File: config.mk
export PLATFORM = sky130hd
export DESIGN_NAME = score_pips
export DESIGN_NICKNAME = d
export VERILOG_FILES = /design/src/rtl/score_pips.sv
export SDC_FILE = /design/constraint.sdc
export NUM_CORES = 1
export LEC_CHECK = 0
export BUFFER_PORTS_ARGS = -buffer_cell sky130_fd_sc_hd__buf_2
export CORE_ASPECT_RATIO = 1.1
export CORE_UTILIZATION = 35
export DETAILED_ROUTE_END_ITERATION = 16
export GPL_ROUTABILITY_DRIVEN = 0
export PLACE_DENSITY = 0.71
export SYNTH_ARGS = -nofsm -noshare
export SYNTH_HDL_FRONTEND = slang
export SYNTH_SLANG_ARGS = --single-unit
File: constraint.sdc
create_clock -name clk -period 3 [get_ports clk]
set_input_delay 0.15 -clock clk [delete_from_list [all_inputs] [get_ports clk]]
set_output_delay 0.15 -clock clk [all_outputs]
set_load 0.02 [all_outputs]
File: src/rtl/score_pips.sv
// Two-player pip scoreboard: PLAY/OVER match FSM, score registers and registered pip graphics.
// Optional SCORE_BLINK_EN: the winner's pips blink in OVER, paced by frame_tick.
module score_pips #(
    parameter int MAX_POINTS   = 5,
    parameter int PIP_W        = 5,
    parameter int PIP_H        = 5,
    parameter int START_Y_LOC  = 15,
    parameter int P1_X_LOC     = 4,
    parameter int P2_X_LOC     = 132,
    parameter int BLINK_FRAMES = 30
) (
    input  logic       clk,
    input  logic       rst,
    input  logic [9:0] counter_x,
    input  logic [9:0] counter_y,
    input  logic       frame_tick,
    input  logic       p1_score_inc,
    input  logic       p2_score_inc,
    input  logic       game_clear,
    output logic [3:0] p1_score,
    output logic [3:0] p2_score,
    output logic       game_over,
    output logic [1:0] winner,
    output logic       draw_points,
    output logic       state_dbg
);

    localparam int GW = 12;
    localparam logic [3:0] MAX_SCORE = 4'(MAX_POINTS);
    localparam int BLINK_CW = (BLINK_FRAMES > 1) ? $clog2(BLINK_FRAMES) : 1;

    typedef enum logic {
        ST_PLAY = 1'b0,
        ST_OVER = 1'b1
    } state_t;

    state_t     state_q, state_d;
    logic [3:0] p1_score_q, p1_score_d;
    logic [3:0] p2_score_q, p2_score_d;
    logic [1:0] winner_q, winner_d;
    logic       draw_points_q, draw_points_d;
    logic [3:0] p1_next, p2_next;
    logic       p1_hit, p2_hit;
    logic       blink_phase;

    // ------------------------------------------------------------------
    // FSM: state register
    // ------------------------------------------------------------------
    always_ff @(posedge clk or posedge rst) begin
        if (rst) begin
            state_q <= ST_PLAY;
        end else begin
            state_q <= state_d;
        end
    end

    // ------------------------------------------------------------------
    // FSM: next-state and score update
    // ------------------------------------------------------------------
    always_comb begin
        p1_next    = p1_score_q + {3'b000, p1_score_inc};
        p2_next    = p2_score_q + {3'b000, p2_score_inc};
        p1_hit     = (p1_next == MAX_SCORE);
        p2_hit     = (p2_next == MAX_SCORE);
        state_d    = state_q;
        p1_score_d = p1_score_q;
        p2_score_d = p2_score_q;
        winner_d   = winner_q;
        if (game_clear) begin
            state_d    = ST_PLAY;
            p1_score_d = 4'd0;
            p2_score_d = 4'd0;
            winner_d   = 2'b00;
        end else if (state_q == ST_PLAY) begin
            // Scores are below MAX in PLAY, so a single increment cannot overshoot.
            p1_score_d = p1_next;
            p2_score_d = p2_next;
            if (p1_hit || p2_hit) begin
                state_d  = ST_OVER;
                winner_d = {p2_hit, p1_hit};
            end
        end
    end

    // ------------------------------------------------------------------
    // FSM: outputs
    // ------------------------------------------------------------------
    always_comb begin
        game_over   = (state_q == ST_OVER);
        state_dbg   = state_q;
        p1_score    = p1_score_q;
        p2_score    = p2_score_q;
        winner      = winner_q;
        draw_points = draw_points_q;
    end

    always_ff @(posedge clk or posedge rst) begin
        if (rst) begin
            p1_score_q    <= 4'd0;
            p2_score_q    <= 4'd0;
            winner_q      <= 2'b00;
            draw_points_q <= 1'b0;
        end else begin
            p1_score_q    <= p1_score_d;
            p2_score_q    <= p2_score_d;
            winner_q      <= winner_d;
            draw_points_q <= draw_points_d;
        end
    end

    // ------------------------------------------------------------------
    // Blink timing
    // ------------------------------------------------------------------
`ifdef SCORE_BLINK_EN
    localparam logic [BLINK_CW-1:0] BLINK_LAST = BLINK_CW'(BLINK_FRAMES - 1);

    logic [BLINK_CW-1:0] blink_cnt_q, blink_cnt_d;
    logic                blink_phase_q, blink_phase_d;

    always_comb begin
        blink_cnt_d   = blink_cnt_q;
        blink_phase_d = blink_phase_q;
        if (game_clear) begin
            blink_cnt_d   = '0;
            blink_phase_d = 1'b0;
        end else if ((state_q == ST_OVER) && frame_tick) begin
            if (blink_cnt_q == BLINK_LAST) begin
                blink_cnt_d   = '0;
                blink_phase_d = ~blink_phase_q;
            end else begin
                blink_cnt_d = blink_cnt_q + 1'b1;
            end
        end
    end

    always_ff @(posedge clk or posedge rst) begin
        if (rst) begin
            blink_cnt_q   <= '0;
            blink_phase_q <= 1'b0;
        end else begin
            blink_cnt_q   <= blink_cnt_d;
            blink_phase_q <= blink_phase_d;
        end
    end

    assign blink_phase = blink_phase_q;
`else
    logic unused_blink_inputs;
    logic [BLINK_CW-1:0] unused_blink_width;

    assign unused_blink_inputs = frame_tick & (BLINK_FRAMES > 0);
    assign unused_blink_width  = '0;
    assign blink_phase         = 1'b0;
`endif

    // ------------------------------------------------------------------
    // Pip graphics
    // ------------------------------------------------------------------
    // Pixel-on test for one player's row of pips; 12-bit math keeps bounds from wrapping.
    function automatic logic pip_pixel(input logic [GW-1:0] x,
                                       input logic [GW-1:0] y,
                                       input logic [GW-1:0] x_loc,
                                       input logic [3:0]    score);
        logic          hit;
        logic [GW-1:0] x0;
        logic [GW-1:0] x1;
        logic [GW-1:0] y0;
        logic [GW-1:0] y1;
        hit = 1'b0;
        y0  = GW'(START_Y_LOC);
        y1  = GW'(START_Y_LOC + PIP_H);
        for (int k = 0; k < MAX_POINTS; k++) begin
            x0 = x_loc + GW'(k * PIP_W);
            x1 = x0 + GW'(PIP_W);
            if ((x >= x0) && (x < x1) && (y >= y0) && (y < y1)) begin
                if (k < int'(score)) begin
                    hit = 1'b1;
                end else if ((x == x0) || (x == x1 - 1'b1) ||
                             (y == y0) || (y == y1 - 1'b1)) begin
                    hit = 1'b1;
                end
            end
        end
        return hit;
    endfunction

    logic [GW-1:0] pix_x, pix_y;
    logic          p1_on, p2_on, p1_sup, p2_sup;

    always_comb begin
        pix_x  = {2'b00, counter_x};
        pix_y  = {2'b00, counter_y};
        p1_on  = pip_pixel(pix_x, pix_y, GW'(P1_X_LOC), p1_score_q);
        p2_on  = pip_pixel(pix_x, pix_y, GW'(P2_X_LOC), p2_score_q);
        // A draw sets both winner bits, so both rows blink together.
        p1_sup = blink_phase & winner_q[0];
        p2_sup = blink_phase & winner_q[1];
        draw_points_d = (p1_on & ~p1_sup) | (p2_on & ~p2_sup);
    end

endmodule

==> results of run 1 <==
[power breakdown]
part / internal (uW) / leakage, uW / total, uW / switching (uW)
clock: 46.4 / 0.0000138 / 97.2 / 50.9
combinational: 47.9 / 0.000397 / 109 / 61.6
sequential: 169 / 0.000165 / 185 / 15.4
total: 263 / 0.000576 / 391 / 128
[how the worst min path moves through the flow]
stage / endpoint / slack [ns] / depth (start not counted)
floorplan: draw_points$_DFF_PP0_ / 0.01 / 1
global placement: p2_score[0]$_DFFE_PP0P_ / 0.18 / 2
detailed placement: p2_score[0]$_DFFE_PP0P_ / 0.19 / 2
CTS: winner[1]$_DFFE_PP0P_ / 0.18 / 2
global route: winner[1]$_DFFE_PP0P_ / 0.18 / 2
finish: winner[0]$_DFFE_PP0P_ / 0.20 / 2
[flip-flops by register name, summed over array words and instances, names as in the netlist]
signal and cells:
p2_score 4, game_over 1, p1_score 4, winner 2
draw_points 1
[per-stage QoR]
stage | setup WS (ns) | utilization (%) | instances
floorplan | 1.34 | - | 136
global placement | 1.18 | 44.3 | 199
detailed placement | 1.14 | 44.3 | 199
CTS | 1.24 | 45.4 | 203
global route | 1.10 | 45.4 | 203
finish | 1.22 | 45.4 | 203
[placed cells by master, fill, tap and decap left out, types with 2 or more instances in the layout]
cell type	n
a21oi_1	8
nand2_1	10
xor2_1	2
nand2b_1	5
xnor2_1	3
nand3_1	6
clkbuf_4	3
dfrtp_1	12
nand4_1	2
nor3b_1	2
a31oi_1	6
nor3_1	5
ha_1	4
and3_1	2
inv_1	4
nand3b_1	6
nor2_1	16
or3_1	3
nor4_1	2
buf_2	37
nor2b_1	6
mux2i_1	5
o21ai_0	8
[final cells by class]
type,instances,share of cell area (%)
Multi-Input combinational cell,113,54.9
Inverter,4,1.18
Sequential cell,12,23.6
Timing Repair Buffer,38,15.3
Clock buffer,3,1.77
Tap cell,33,3.24
[worst reg2reg max path: cells and delay by family (launching register included)]
| family | cells | cell delay [ns] |
|---|---|---|
| simple gates | 1 | 0.16 |
| compound gates | 4 | 0.58 |
| fa+ha+maj | 2 | 0.48 |
| flops | 1 | 0.45 |
[layer usage]
| metal | routed length, um | track usage, % | part of all wire (%) |
|---|---|---|---|
| met1 | 1120 | 21.6 | 44 |
| met4 | 4 | 5.13 | 0.16 |
| met2 | 1290 | 28.6 | 51 |
| met3 | 138 | 3.08 | 5.4 |
| met5 | 0 | 0 | 0 |
[cell families (layout without fill, tap and decap cells)]
| kind of cell | after synthesis | after routing | share of synthesized area [%] |
|---|---|---|---|
| compound gates | 30 | 30 | 17.7 |
| xor+xnor | 5 | 5 | 4.19 |
| fa+ha+maj | 4 | 4 | 4.78 |
| buf+inv | 11 | 45 | 4.43 |
| flops | 12 | 12 | 28.7 |
| mux | 5 | 5 | 4.78 |
| simple gates | 69 | 69 | 35.4 |
==> impl_metrics.toml, run 1 <==
[logic_synthesis]
ys_seq_elements = 12
synth_flop_cell = "dfrtp_1"
synthesis.area_um2 = 1050
synth_edf_count = 0
yosysWarnings = 0
synth_top_area_cell = "dfrtp_1"
synth_cell_types = 36
synth.most_common_cell = "nor2_1"
synthesis.instances = 136
async_flop_share_pct = 100
synth_commonest_cells = "nor2_1, dfrtp_1, nand2_1"
yosys.area.top_type_share_pct = 28.7
ys_seq_area_share_pct = 28.7
syn_avg_cell_area_um2 = 7.69
synth_nets = 166
synthTopCellsByArea = "dfrtp_1, nor2_1, ha_1"

[timing]
setup_viol_count_final = 0
max_slew_margin_pct = 68.4
period_needed_ns = 1.78
fin_worst_skew_ns = 0.00347
fin_crit_sh_pct = 59.2
tightest_slew_ns = 0.473
slew_violations = 0
finalHoldViolCount = 0
worst_hold_slack_ns = 0.197
rsz0062_at_grt = "no"
max_freq_ghz = 0.563
setup_tns_ns = 0

[placement]
io_buffer_count = 37
placed_cell_area_um2 = 1240
dp_hpwl_mm = 1.97

[worst_setup_path]
rrSetupSlack_ns = 1.22
critPathKind = "flip-flop to flip-flop"
start_kind = "flip-flop"
crit_buf_inv = 0
worstSetupStartpoint = "p1_score[0]$_DFFE_PP0P_"
crit_family = "compound AO/OA/AOI/OAI gates"
crit_fanout = 6
rr_worst_depth = 7
cp_slowest_cell = "dfrtp_1"
crit_path_end = "winner[1]$_DFFE_PP0P_"
cp_cell_sequence = "ha_1 -> ha_1 -> nand3b_1 -> a21oi_1 -> o21ai_0 -> o21ai_0 -> a21oi_1"
slowest_delay_ns = 0.45
r2r-end = "winner[1]$_DFFE_PP0P_"
end_kind = "flip-flop"
cp.depth = 7
required_ns = 3.15
cp.arrival_ns = 1.93
worstReg2RegStart = "p1_score[0]$_DFFE_PP0P_"

[grt]
antenna_found_initial = 0
grt_pass1_wl_mm = 4.07
grt.total_usage_pct = 17.0
grt_pass1_vias = 989
grt_max_degree = 14
grt_overflow = 0

[floorplanning]
die_area_um2 = 3210
rows = 20
core_area_um2 = 2800
ios = 39
die_h_um = 59.3
start_util_pct = 37.3
die_x_um = 54.1

[drt]
ant_nets = 0
drt_drc_violations_left = 0
vias = 1144
wl_per_cell_um = 12.6
avgViaCountPerCell = 5.64
dr.pass1.iters = 4
wl_mm = 2.55
drt_iter0_drc = 46

[clock_network]
cts_root_buf = "clkbuf_4"
clock-sinks = 12
clkLatencyLatePin_ns = 0.27
cts_setup_buffers = 0
clock_path_buffers = 2
cts_resized = 0
cts_tree = "yes"
cts_buffers = 3
htree_levels = 1
clk_pin_slew_ns = 0.07
hold_buffers = 1

[final_layout]
drive_above_1_share_pct = 24.7
antenna_cells = 0
nets = 202
fin_area_um2 = 1270
fillCellCount = 304
area_growth_pct = 21.8
seq_area_um2 = 300
multi_input_area_um2 = 699

[pwr]
p_total_uw = 391
power_density_nw_per_um2 = 307
vdd_ir_drop_max_v = 0.000166
p_leak_uw = 0.000576

[outcome]
status = "complete, no violations"

[worst_hold_path]
hp-start = "game_clear"
hold_class = "input port to flip-flop"

[flow_run]
drv_cap = 0
(Power assumes the default switching activity.)
==> run 2, diff against run 1 <==
- ABC_AREA: not set -> 1
- PLACE_DENSITY: 0.71 -> 0.7
- clock period: 3 -> 1.6 ns (I/O delays scaled with it)
==> run 2 against run 1 <==
  * Sequential share of layout area down 6.7 points
  * Sequential cell count stayed put
  * Fmax is 8.4% higher
  * Routed wire length grew 52%
  * Area after synthesis is 36% higher
  * Via count increased by 47%
  * Highest routed layer unchanged
  * Clock power rose to 3.5 times the previous value
  * Clock-buffer cell count grew 1
  * Design area grew 44%
  * Largest power group unchanged
  * Worst hold slack got worse by 0.16 ns
  * The run now ends with setup timing left
  * Total power increased to 2.6 times the previous value
  * Sequential power up 88%
==> impl_metrics.toml, run 2 <==
[drt]
avgViaCountPerCell = 4.86
ant_nets = 0
wl_per_cell_um = 11.2
wl_mm = 3.87
drt_iter0_drc = 115
vias = 1676
dr.pass1.iters = 4
drt_drc_violations_left = 0

[grt]
grt_overflow = 0
grt.total_usage_pct = 19.0
grt_pass1_wl_mm = 6.56
grt_max_degree = 13
antenna_found_initial = 0
grt_pass1_vias = 1615

[final_layout]
area_growth_pct = 28.9
finalNonFillerCells = 345
layout_common_cells = "nand2_1, nor2_1, nand3_1, buf_2, inv_1"
final_core_util_pct = 48.5
final_common_cell = "nand2_1"
nets = 326
fin_area_um2 = 1830
drive_above_1_share_pct = 28.5
antenna_cells = 0

[timing]
period_needed_ns = 1.64
slew_violations = 0
tightest_slew_ns = 0.477
setup_tns_ns = -0.0532
max_slew_margin_pct = 68.2
fin_worst_skew_ns = 0.00427
finalHoldViolCount = 0
worst_hold_slack_ns = 0.0337
setup_viol_count_final = 2
fin_crit_sh_pct = 102
rsz0062_at_grt = "yes"
max_freq_ghz = 0.610
setup_slack_ns = -0.0389

[pwr]
combPwrFrac_pct = 32.2
clkPwrFrac_pct = 33.4
p_leak_uw = 0.000957
p_sw_share_pct = 34.0
vdd_ir_drop_max_v = 0.000453
netSwitchingPower_uw = 343
p_int_uw = 665
pwr-share-seq_pct = 34.5
power_density_nw_per_um2 = 551

[logic_synthesis]
syn_avg_cell_area_um2 = 5.63
synth_cell_types = 26
synth_commonest_cells = "nand2_1, nor2_1, nand3_1"
ys_seq_elements = 12
synth.most_common_cell = "nand2_1"
yosysWarnings = 0
async_flop_share_pct = 100
synthesis.instances = 252
synth_flop_cell = "dfrtp_1"
synth_top_area_cell = "dfrtp_1"
synthTopCellsByArea = "dfrtp_1, nand2_1, nand3_1"
synthesis.area_um2 = 1420
ys_seq_area_share_pct = 21.2
yosys.area.top_type_share_pct = 21.2
synth_nets = 282
synth_edf_count = 0

[worst_setup_path]
rr_worst_depth = 9
cp.depth = 9
slowest_delay_ns = 0.43
start_kind = "flip-flop"
cp_common_cell = "ha_4"
cp_slowest_cell = "dfrtp_2"
crit_buf_inv = 1
critPathKind = "flip-flop to flip-flop"
cp.arrival_ns = 1.76
crit_family = "flip-flops"
required_ns = 1.72
crit_fanout = 3
cp_cell_sequence = "ha_4 -> ha_4 -> xnor2_2 -> nor2_1 -> nand3_1 -> nand2_1 -> inv_2 -> o21ai_2 -> o22ai_1"
end_kind = "flip-flop"

[floorplanning]
start_util_pct = 37.6
die_h_um = 68.8
die_x_um = 62.7
die_area_um2 = 4310
core_area_um2 = 3770
rows = 23
ios = 39

[clock_network]
cts_root_buf = "clkbuf_8"
clk_pin_slew_ns = 0.06
clkLatencyLatePin_ns = 0.25
clock_path_buffers = 2
htree_levels = 1
cts_tree = "yes"
clock-sinks = 12
cts_buffers = 3

[outcome]
violations = "setup timing"
status = "complete, but fails checks"

[placement]
dp_hpwl_mm = 3.06
placed_cell_area_um2 = 1680
dp_cells = 340
io_buffer_count = 37

[worst_hold_path]
holdPathStages = 2
hold_class = "input port to flip-flop"

[flow_run]
drv_cap = 0
## run 2: cell types whose count changed after synthesis, sizes merged, moves of 6 or more
cell   previous run  this run
nor2b             6         0
o21ai             8        15
nand2            10        63
inv               4        40
nor2             16        55
nand3             6        37
## run 2: final cells by class
cell class	count	area (um2)
sequential	12	308
multi-input combinational	197	1030
fill	417	1940
inverter	42	159
tap	50	62.6
clock buffer	4	55.1
timing repair buffer	40	210
## run 2: path summary, 6_finish.rpt
check	slack [ns]	startpoint	endpoint
setup / recovery	-0.04	p1_score[0]$_DFFE_PP0P_	winner[1]$_DFFE_PP0P_
hold / removal	0.03	game_clear	game_over$_DFF_PP0_
setup reg to reg	-0.04	p1_score[0]$_DFFE_PP0P_	winner[1]$_DFFE_PP0P_
hold reg to reg	0.52	winner[1]$_DFFE_PP0P_	winner[1]$_DFFE_PP0P_
max in group asynchronous	0.84	rst	p1_score[2]$_DFFE_PP0P_
min in group asynchronous	0.40	rst	winner[0]$_DFFE_PP0P_
## run 2: worst register-to-register path, stage by stage, from the launching register on
cell	delay, ns
dfrtp_2	0.43
ha_4	0.18
ha_4	0.16
xnor2_2	0.13
nor2_1	0.11
nand3_1	0.12
nand2_1	0.11
inv_2	0.04
o21ai_2	0.15
o22ai_1	0.10
## run 2: power by group through the flow
stage | sequential [uW] | combinational, uW | clock, uW
finish | 348 | 324 | 336
global route | 350 | 369 | 345
detailed placement | 343 | 295 | 0
floorplan | 362 | 169 | 0
CTS | 338 | 299 | 339
global placement | 343 | 292 | 0
## run 2: repair_timing
action | 4_1_cts | 5_1_grt
hold buffers | 1 | 0
pin swaps | 0 | 13
gates resized for setup | 1 | 21
cloned | 0 | 0
endpoints found under the setup margin | 2 | 4
setup buffers | 0 | 0
hold endpoints to repair | 12 | 0
## run 2: kinds of logic after synthesis
| logic type | count (synthesis) | share of synthesized area [%] |
|---|---|---|
| DFF | 12 | 21.2 |
| and+or+nand+nor | 162 | 50.4 |
| buffers and inverters | 43 | 11.7 |
| adders and majority gates | 4 | 3.53 |
| AOI/OAI and AO/OA | 27 | 10.7 |
| xor gates and xnor gates | 4 | 2.47 |
## run 2: stage by stage
| step | setup slack (ns) | power [uW] |
|---|---|---|
| global placement | 0.0178 | 635 |
| CTS | 0.0120 | 976 |
| global route | -0.167 | 1060 |
| finish | -0.0389 | 1010 |
| floorplan | 0.00972 | 532 |
| detailed placement | -0.0205 | 638 |
## run 2: routing by layer
metal	global-route usage [%]	part of all wire [%]	vias to the layer above
li1	-	-	891
met3	0.658	3.2	9
met5	0	0	-
met2	38.0	49	45
met4	7.85	2.1	0
met1	21.4	45	731
==> run 3, diff against run 2 <==
- RECOVER_POWER: not set -> 25
- REMOVE_ABC_BUFFERS: not set -> 1
==> run 3 against run 2 <==
  * Worst hold slack better by 0.039 ns
  * The run still ends with setup timing left
  * Global-route usage decreased by 0.59 points
  * Sequential cell count unchanged
  * First-iteration DRC count fell by 30%
==> impl_metrics.toml, run 3 (synthesized netlist as in run 2, its figures left out) <==
[flow_run]
drv_cap = 0

[timing]
setup_slack_ns = -0.0150
finalHoldViolCount = 0
rsz0062_at_grt = "yes"
fin_worst_skew_ns = 0.000730
setup_tns_ns = -0.0255
period_needed_ns = 1.62
max_slew_margin_pct = 69.1
setup_viol_count_final = 2
max_freq_ghz = 0.619
worst_hold_slack_ns = 0.0727
fin_crit_sh_pct = 101
tightest_slew_ns = 0.463
slew_violations = 0

[worst_setup_path]
critPathKind = "flip-flop to flip-flop"
start_kind = "flip-flop"
required_ns = 1.72
worstSetupStartpoint = "p1_score[0]$_DFFE_PP0P_"
crit_fanout = 2
worstReg2RegStart = "p1_score[0]$_DFFE_PP0P_"
cp.arrival_ns = 1.73
end_kind = "flip-flop"

[final_layout]
layout_common_cells = "nand2_1, nor2_1, nand3_1, buf_2, inv_1"
fin_area_um2 = 1780
final_common_cell = "nand2_1"
area_growth_pct = 25.9
nets = 328
fillCellCount = 416
seq_area_um2 = 300
drive_above_1_share_pct = 25.3
multi_input_area_um2 = 982
antenna_cells = 0

[drt]
drt_drc_violations_left = 0
dr.pass1.iters = 6
vias = 1714
avgViaCountPerCell = 4.94
drt_iter0_drc = 80
wl_per_cell_um = 11.0
ant_nets = 0
wl_mm = 3.83

[placement]
dp_hpwl_mm = 3.16
dpl_worst_slack_ns = -0.0958
placed_cell_area_um2 = 1690
io_buffer_count = 37

[clock_network]
clkLatencyLatePin_ns = 0.24
clk_pin_slew_ns = 0.05
clock_path_buffers = 2
clock-sinks = 12
htree_levels = 1
cts_setup_buffers = 0
cts_buffers = 3
cts_root_buf = "clkbuf_8"
cts_tree = "yes"

[floorplanning]
start_util_pct = 37.6
core_area_um2 = 3770
die_area_um2 = 4310
rows = 23
die_x_um = 62.7
die_h_um = 68.8
ios = 39

[pwr]
power_density_nw_per_um2 = 555
p_sw_share_pct = 33.5
p_leak_uw = 0.000970
vdd_ir_drop_max_v = 0.000440
p_int_uw = 659
netSwitchingPower_uw = 332
pwr-share-seq_pct = 34.1
combPwrFrac_pct = 32.3
clkPwrFrac_pct = 33.6

[grt]
grt_pass1_wl_mm = 6.25
grt_overflow = 0
antenna_found_initial = 0
grt_max_degree = 13
grt_pass1_vias = 1466
grt.total_usage_pct = 18.4

[worst_hold_path]
hp-start = "game_clear"
hold_class = "input port to flip-flop"

[outcome]
violations = "setup timing"
status = "complete, but fails checks"
run 3: cell count changes in the layout (fill, tap and decap cells not counted), sizes merged:
cell	change
buf	+2
run 3: layout make-up:
type | instances | share of cell area (%)
Clock buffer | 4 | 3.09
Inverter | 42 | 8.91
Sequential cell | 12 | 16.8
Tap cell | 50 | 3.51
Multi-Input combinational cell | 197 | 55.0
Timing Repair Buffer | 42 | 12.6
run 3: critical path: stages (launching register included):
cell and delay [ns]:
dfrtp_1 0.38, ha_2 0.18, ha_1 0.19, xnor2_1 0.14, nor2_1 0.10, nand3_1 0.11, nand2_1 0.10, inv_2 0.05
o21ai_2 0.14, o22ai_1 0.10
run 3: what timing repair did:
action,CTS,global route
pin swaps,0,8
hold buffers,1,0
gates resized for setup,3,6
cloned,0,0
endpoints found under the setup margin,2,4
hold endpoints to repair,12,0
run 3: final timing paths:
check	slack [ns]	cells after the start	endpoint
min reg2reg	0.52	2	winner[0]$_DFFE_PP0P_
max in group asynchronous	0.89	3	p2_score[3]$_DFFE_PP0P_
max	-0.02	9	winner[1]$_DFFE_PP0P_
min in group asynchronous	0.40	3	p1_score[0]$_DFFE_PP0P_
max reg2reg	-0.02	9	winner[1]$_DFFE_PP0P_
min	0.07	2	game_over$_DFF_PP0_
run 3: layer usage:
layer  up-vias  share of wire, %  GRT usage [%]  wire length, um
met5         -                 0              0                0
met4         0               1.2           6.69               46
met3         4               6.0           1.32              229
met2        66                49           35.6             1880
met1       749                44           21.5             1670
li1        895                 -              -                -
run 3: power groups by stage:
stage               combinational, uW  clock (uW)  sequential [uW]
CTS                               312         339              335
finish                            320         333              338
global route                      359         354              340
floorplan                         166           0              362
global placement                  302           0              339
detailed placement                307           0              340
run 3: through the flow:
| stage | instances | utilization (%) | total power [uW] |
|---|---|---|---|
| after floorplan | 251 | - | 528 |
| after global placement | 342 | 44.8 | 641 |
| after detailed placement | 342 | 44.8 | 647 |
| final | 347 | 47.3 | 991 |
| after global routing | 347 | 47.3 | 1050 |
| after CTS | 347 | 46.7 | 986 |
